### src/rtl/m216a_pe_pkg.sv
// Shared opcodes, FSM states and the per-function latency table for the M216A streaming PE.
// The PE_SAT_EN build option is consumed by m216a_pe_stream, not by this package.
package m216a_pe_pkg;

   localparam int MAX_LAT = 6;
   localparam int OP_W    = 4;

   localparam logic [OP_W-1:0] FN_PASS2 = 4'd1;
   localparam logic [OP_W-1:0] FN_PASS4 = 4'd2;
   localparam logic [OP_W-1:0] FN_ADD   = 4'd3;
   localparam logic [OP_W-1:0] FN_MUL   = 4'd4;
   localparam logic [OP_W-1:0] FN_MAD   = 4'd5;
   localparam logic [OP_W-1:0] FN_SCALE = 4'd6;
   localparam logic [OP_W-1:0] FN_POLY  = 4'd7;
   localparam logic [OP_W-1:0] FN_MACC  = 4'd8;

   typedef enum logic [1:0] {
      RUN   = 2'd0,
      DRAIN = 2'd1,
      CLEAR = 2'd2
   } pe_state_e;

   function automatic logic [2:0] fn_latency(input logic [OP_W-1:0] op);
      case (op)
         FN_PASS4, FN_POLY: fn_latency = 3'd4;
         FN_MACC:           fn_latency = 3'd6;
         default:           fn_latency = 3'd2;
      endcase
   endfunction

endpackage

### src/rtl/m216a_pe_delay.sv
// Valid + data shift line; stage k holds what entered k cycles ago.
// The top taps the stage that matches the active function's latency.
module m216a_pe_delay
   import m216a_pe_pkg::*;
#(
   parameter int WIDTH = 16,
   parameter int DEPTH = MAX_LAT - 1
) (
   input  logic                        clk,
   input  logic                        rst_n,
   input  logic                        in_valid,
   input  logic [WIDTH-1:0]            in_data,
   output logic [DEPTH-1:0]            valid_line,
   output logic [DEPTH-1:0][WIDTH-1:0] data_line
);

   // Shift valid and data one stage per cycle; bubbles travel with Out_Valid=0.
   always_ff @(posedge clk or negedge rst_n) begin
      if (!rst_n) begin
         valid_line <= {DEPTH{1'b0}};
         data_line  <= {(DEPTH*WIDTH){1'b0}};
      end else begin
         valid_line <= {valid_line[DEPTH-2:0], in_valid};
         data_line  <= {data_line[DEPTH-2:0], in_data};
      end
   end

endmodule

### src/rtl/m216a_pe_stream.sv
// Valid/ready streamed 8-function processing element with drain/clear on opcode change.
// Build option PE_SAT_EN: results and accumulator clamp to all-ones instead of wrapping.
module m216a_pe_stream
   import m216a_pe_pkg::*;
#(
   parameter int WIDTH   = 16,
   parameter int INSTR_W = 16,
   parameter int SCALE_K = 7
) (
   input  logic               Clk_In,
   input  logic               Rst_In,
   input  logic [INSTR_W-1:0] Instruction_In,
   input  logic [WIDTH-1:0]   D_In1,
   input  logic [WIDTH-1:0]   D_In2,
   input  logic [WIDTH-1:0]   D_In3,
   input  logic               In_Valid,
   output logic               In_Ready,
   output logic [WIDTH-1:0]   D_Out,
   output logic               Out_Valid
);

   localparam int EXT_W = 2*WIDTH + 2;
   localparam int DEPTH = MAX_LAT - 1;
   localparam logic [EXT_W-1:0] K_X = EXT_W'(SCALE_K);

   pe_state_e              state_r, state_nx_s;
   logic [OP_W-1:0]        opcode_s, cur_fn_r;
   logic [WIDTH-1:0]       h1_r, h2_r, acc_r;
   logic [WIDTH-1:0]       acc_nx_s, result_s;
   logic                   in_ready_s, clear_s, accept_s, line_empty_s;
   logic [EXT_W-1:0]       a_x_s, b_x_s, c_x_s, h1_x_s, h2_x_s, acc_x_s;
   logic [DEPTH-1:0]             valid_line_s;
   logic [DEPTH-1:0][WIDTH-1:0]  data_line_s;
   logic [2:0]             tap_idx_s;
   logic                   tap_valid_s;
   logic [WIDTH-1:0]       tap_data_s;
   logic                   unused_instr_s;

   function automatic logic [WIDTH-1:0] fit(input logic [EXT_W-1:0] v);
`ifdef PE_SAT_EN
      if (|v[EXT_W-1:WIDTH]) begin
         fit = {WIDTH{1'b1}};
      end else begin
         fit = v[WIDTH-1:0];
      end
`else
      fit = v[WIDTH-1:0];
`endif
   endfunction

   assign opcode_s       = Instruction_In[OP_W-1:0];
   assign unused_instr_s = ^Instruction_In[INSTR_W-1:OP_W];

   assign a_x_s   = EXT_W'(D_In1);
   assign b_x_s   = EXT_W'(D_In2);
   assign c_x_s   = EXT_W'(D_In3);
   assign h1_x_s  = EXT_W'(h1_r);
   assign h2_x_s  = EXT_W'(h2_r);
   assign acc_x_s = EXT_W'(acc_r);

   // FSM state register.
   always_ff @(posedge Clk_In or negedge Rst_In) begin
      if (!Rst_In) begin
         state_r <= RUN;
      end else begin
         state_r <= state_nx_s;
      end
   end

   // FSM next state: an opcode mismatch stops intake until the line is empty.
   always_comb begin
      state_nx_s = state_r;
      case (state_r)
         RUN: begin
            if (In_Valid && (opcode_s != cur_fn_r)) begin
               state_nx_s = DRAIN;
            end else begin
               state_nx_s = RUN;
            end
         end
         DRAIN: begin
            if (line_empty_s) begin
               state_nx_s = CLEAR;
            end else begin
               state_nx_s = DRAIN;
            end
         end
         CLEAR:   state_nx_s = RUN;
         default: state_nx_s = RUN;
      endcase
   end

   // FSM outputs.
   always_comb begin
      in_ready_s = 1'b0;
      clear_s    = 1'b0;
      case (state_r)
         RUN:     in_ready_s = !(In_Valid && (opcode_s != cur_fn_r));
         DRAIN:   in_ready_s = 1'b0;
         CLEAR:   clear_s    = 1'b1;
         default: in_ready_s = 1'b0;
      endcase
   end

   assign In_Ready = in_ready_s;
   assign accept_s = In_Valid & in_ready_s;

   // Per-function arithmetic; everything widened first, narrowed only at the end.
   always_comb begin
      acc_nx_s = acc_r;
      result_s = {WIDTH{1'b0}};
      case (cur_fn_r)
         FN_PASS2, FN_PASS4: result_s = fit(a_x_s);
         FN_ADD:             result_s = fit(b_x_s + c_x_s);
         FN_MUL:             result_s = fit(a_x_s * b_x_s);
         FN_MAD:             result_s = fit(a_x_s + b_x_s * c_x_s);
         FN_SCALE: begin
            acc_nx_s = fit(acc_x_s + c_x_s * K_X);
            result_s = acc_nx_s;
         end
         FN_POLY:            result_s = fit(h2_x_s * h1_x_s + a_x_s);
         FN_MACC: begin
            acc_nx_s = fit(acc_x_s + h1_x_s * a_x_s);
            result_s = acc_nx_s;
         end
         default:            result_s = {WIDTH{1'b0}};
      endcase
   end

   // Active function, history and accumulator; CLEAR wipes state and adopts the new opcode.
   always_ff @(posedge Clk_In or negedge Rst_In) begin
      if (!Rst_In) begin
         cur_fn_r <= {OP_W{1'b0}};
         h1_r     <= {WIDTH{1'b0}};
         h2_r     <= {WIDTH{1'b0}};
         acc_r    <= {WIDTH{1'b0}};
      end else if (clear_s) begin
         cur_fn_r <= opcode_s;
         h1_r     <= {WIDTH{1'b0}};
         h2_r     <= {WIDTH{1'b0}};
         acc_r    <= {WIDTH{1'b0}};
      end else if (accept_s) begin
         h2_r     <= h1_r;
         h1_r     <= D_In1;
         acc_r    <= acc_nx_s;
      end
   end

   m216a_pe_delay #(
      .WIDTH (WIDTH),
      .DEPTH (DEPTH)
   ) u_delay (
      .clk        (Clk_In),
      .rst_n      (Rst_In),
      .in_valid   (accept_s),
      .in_data    (result_s),
      .valid_line (valid_line_s),
      .data_line  (data_line_s)
   );

   // Result is computed at accept, so the output register needs stage L-1 (index L-2).
   assign tap_idx_s    = fn_latency(cur_fn_r) - 3'd2;
   assign tap_valid_s  = valid_line_s[tap_idx_s];
   assign tap_data_s   = data_line_s[tap_idx_s];
   assign line_empty_s = ~|valid_line_s;

   // Output register: one-cycle valid pulse, data held between pulses.
   always_ff @(posedge Clk_In or negedge Rst_In) begin
      if (!Rst_In) begin
         Out_Valid <= 1'b0;
         D_Out     <= {WIDTH{1'b0}};
      end else begin
         Out_Valid <= tap_valid_s;
         if (tap_valid_s) begin
            D_Out <= tap_data_s;
         end
      end
   end

endmodule
### config.mk
export PLATFORM = sky130hd
export DESIGN_NAME = m216a_pe_stream
export DESIGN_NICKNAME = d
export VERILOG_FILES = /design/src/rtl/m216a_pe_pkg.sv /design/src/rtl/m216a_pe_delay.sv /design/src/rtl/m216a_pe_stream.sv
export SDC_FILE = /design/constraint.sdc
export NUM_CORES = 2
export LEC_CHECK = 0
export BUFFER_PORTS_ARGS = -buffer_cell sky130_fd_sc_hd__buf_2
export CORE_ASPECT_RATIO = 1.4
export CORE_UTILIZATION = 55
export CTS_BUF_LIST = sky130_fd_sc_hd__clkbuf_8
export CTS_CLUSTER_SIZE = 28
export DETAILED_ROUTE_END_ITERATION = 12
export PLACE_DENSITY = 0.72
export SLEW_MARGIN = 20
export SYNTH_ARGS = -nofsm -noshare
export SYNTH_HDL_FRONTEND = slang
export SYNTH_SLANG_ARGS = --single-unit
### constraint.sdc
create_clock -name Clk_In -period 15.81 [get_ports Clk_In]
set_input_delay 1.581 -clock Clk_In [delete_from_list [all_inputs] [get_ports Clk_In]]
set_output_delay 1.581 -clock Clk_In [all_outputs]
set_load 0.01 [all_outputs]
==> reports/metrics.yaml <==
run_status:
  status: "finished clean"
route:
  route.antenna.remaining_nets: 0
  wl_per_cell_um: 19.4
  routed_wl_um: 66600
  drtIter0Drc: 1369
  dr.pass1.iters: 6
  vias_per_cell: 5.56
  drc: 0
  vias: 19072
synthesis:
  yosysSeqAreaShare_pct: 15.5
  synth_flop_cell: "dfrtp_1"
  synth_cells: 2828
  yosys_register_bits: 156
  synth-edff-count: 0
  synth_compound_area_share_pct: 7.54
  yosysUniqueCellTypes: 73
  netlist_area_um2: 25200
  synth_nets: 3523
  yosysWarningCount: 0
  synth_simple_gate_area_share_pct: 14.8
  syn_avg_cell_area_um2: 8.90
  yosys-mux-area-fraction_pct: 1.55
  synth_top_family_by_area: "adder cells"
  synthArstFlopShare_pct: 100
  synth-xor-area-share_pct: 6.77
  synth-adder-area-share_pct: 42.8
critical_path:
  critPathTopFamily: "adder cells"
  critPathMostFrequentCell: "fa_1"
  path_buf_inv: 4
  cp.arrival_ps: 7390
  critPathSlowestCell: "or4b_2"
  path_cells: "buf_2 > nand2_1 > fa_1 > fa_1 > fa_1 > fa_1 > inv_1 > fa_1 > inv_1 > fa_1 > inv_1 > ha_1 > a21o_1 > a41oi_2 > or4b_2 > a21oi_1 > a211oi_1 > o2111ai_1"
  path_max_fanout: 31
  critPathMaxStageDelay_ps: 680
  worstSetupPathType: "in2reg"
  start_kind: "input port"
  worstPathRequired_ps: 16160
  crit_path_end_kind: "register"
clock_network:
  postCtsHoldBufs: 0
  insertion_delay_ps: 500
  tritoncts: "done"
  h-tree-depth: 4
  cts_sinks: 156
  cts.path.max_buffers: 2
  clk_pin_slew_ps: 100
  ctsResizeCount: 0
  cts_made_buffers: 17
  post_cts.repair.setup_buffers: 0
  clock-root-buffer: "clkbuf_8"
timing:
  fin_skew_ps: 28.2
  finalCritPeriodShare_pct: 44.5
  clock.fmax_mhz: 142
  tightest_slew_ps: 986
  setup_viol: 0
  grt_setup_unrepaired: "false"
  slew_viol_final: 0
  period_needed_ps: 7040
  fin_hold_ws_ps: 349
  tns_ps: 0
  finalHoldViolations: 0
  max_slew_margin_pct: 34.3
final_layout:
  drive_above_1_share_pct: 5.68
  syn_to_final_growth_pct: 4.76
  final_util_pct: 58.4
  nets: 3501
placement:
  dpl.hpwl_um: 49900
  place.gp.congestion: 0.920
  port_buffers: 72
floorplan:
  die_y_um: 255
  initial_core_util_pct: 55.8
  fp-row-count: 92
  io-pin-count: 85
  core_area_um2: 45100
  die_w_um: 183
  die_area_um2: 46600
grt:
  grt_pass1_vias: 20459
  grt_max_degree: 85
  grt.overflow.total: 0
  grt_pass1_wl_um: 108000
  grt_usage_pct: 30.4
  antenna_found_initial: 0
worst_hold_path:
  hp-class: "reg2reg"
job:
  drv_cap: 0
-- worst register-to-register path, delay by kind of cell (launching register included) --
kind | cells | cell delay [ps]
adders and majority gates | 7 | 3160
and+or+nand+nor | 4 | 690
AOI/OAI and AO/OA | 5 | 1610
buffers and inverters | 4 | 220
DFF | 1 | 1000
-- final timing paths --
path / from / end / slack [ps] / cells after the start
setup / recovery: D_In2[1] / u_delay.data_line[14]$_DFF_PN0_ / 8770 / 18
hold / removal: u_delay.data_line[22]$_DFF_PN0_ / u_delay.data_line[38]$_DFF_PN0_ / 350 / 0
setup reg to reg: h1_r[6]$_DFFE_PN0P_ / u_delay.data_line[14]$_DFF_PN0_ / 8940 / 20
hold reg to reg: u_delay.data_line[22]$_DFF_PN0_ / u_delay.data_line[38]$_DFF_PN0_ / 350 / 0
max in group asynchronous: Rst_In / h2_r[4]$_DFFE_PN0P_ / 13190 / 2
min in group asynchronous: Rst_In / u_delay.data_line[13]$_DFF_PN0_ / 1140 / 1
-- sequential cells by signal, summed over array words and instances, names as in the netlist --
name,flops
acc_r,16
Out_Valid,1
h2_r,16
cur_fn_r,4
u_delay.valid_line,5
D_Out,16
state_r,2
u_delay.data_line,80
h1_r,16
-- final cells by class --
cell class | instances | area [µm²]
antenna | 1 | 2.50
clock buffer | 18 | 248
clock inverter | 14 | 171
fill | 3997 | 18800
inverter | 601 | 2260
multi-input combinational | 1943 | 18500
sequential | 156 | 3900
tap | 611 | 764
timing repair buffer | 87 | 492
-- through the flow --
stage                     worst slack, ps  cell area (µm²)  std cells
after floorplan                      8980            25200       2828
after global placement               8370            25900       3397
after detailed placement             8320            25900       3397
after CTS                            8870            26300       3429
after global routing                 8580            26400       3430
final                                8770            26400       3431
-- metal layers --
layer,vias to the layer above,global-route usage [%],share of wire (%)
met3,229,4.01,6.3
li1,8504,-,-
met2,742,52.6,49
met5,-,0,0
met4,0,20.5,7.2
met1,9597,35.2,37
-- placed cells by master, fill, tap and decap left out, types with 7 or more instances in the layout --
cell      synthesis  layout
nor3_1           13      12
mux2_2           15      15
clkbuf_8          0      18
and2_1          226     226
a21o_1           17      17
a211oi_1         13      13
xor2_1           44      44
buf_2            14      71
a22oi_1           9       9
dfrtp_1         156     156
o211ai_1          7       7
o21a_1            9       9
xnor2_1         148     148
o21ai_0          63      63
o21bai_1         10      10
a221oi_1          8       8
nand2_1         453     453
inv_1           601     600
nor2_1           54      53
ha_1            239     239
fa_1            389     389
a31oi_1          10      10
buf_4             3      14
nand3_1          11      11
nand2b_1         10      10
a21oi_1          91      91
mux2i_1          21      21
-- cells in the mapped netlist, drive strengths merged (2+ instances only) --
cell type	n	area, µm²
ha	239	2990
xnor2	148	1300
and3	6	37.5
a21oi	93	480
o2111ai	2	17.5
a31o	2	26.3
mux2i	21	210
buf	17	92.6
nand3b	2	15.0
a221oi	8	70.1
o211ai	7	52.6
a211o	2	17.5
o21ai	67	339
nor2b	6	37.5
xor2	44	385
a22o	2	17.5
nor4b	2	23.8
nand3	11	55.1
nor2	54	203
inv	601	2260
a21o	18	136
fa	389	7790
o21bai	10	75.1
o221ai	2	17.5
nand4	3	18.8
and2	226	1410
a222oi	5	50.1
nor3b	4	35.0
nand2	454	1710
nand2b	11	76.3
mux2	16	180
dfrtp	156	3900
o22ai	5	37.5
a211oi	13	97.6
o31a	3	26.3
a22oi	9	67.6
o21a	9	67.6
a311oi	4	53.8
a31oi	11	83.8
o31ai	6	45.0
nor3	13	65.1
clkbuf	111	417
-- kinds of logic after synthesis --
group,count (synthesis)
multiplexers,37
adder cells (fa/ha/maj),628
AND/OR/NAND/NOR,798
AO/OA/AOI/OAI,287
buffers and inverters,729
XOR/XNOR,193
flip-flops,156
Power is left out: the tool's default activity adds up to more than one toggle a clock period on the data nets, which glitch-free logic cannot reach.
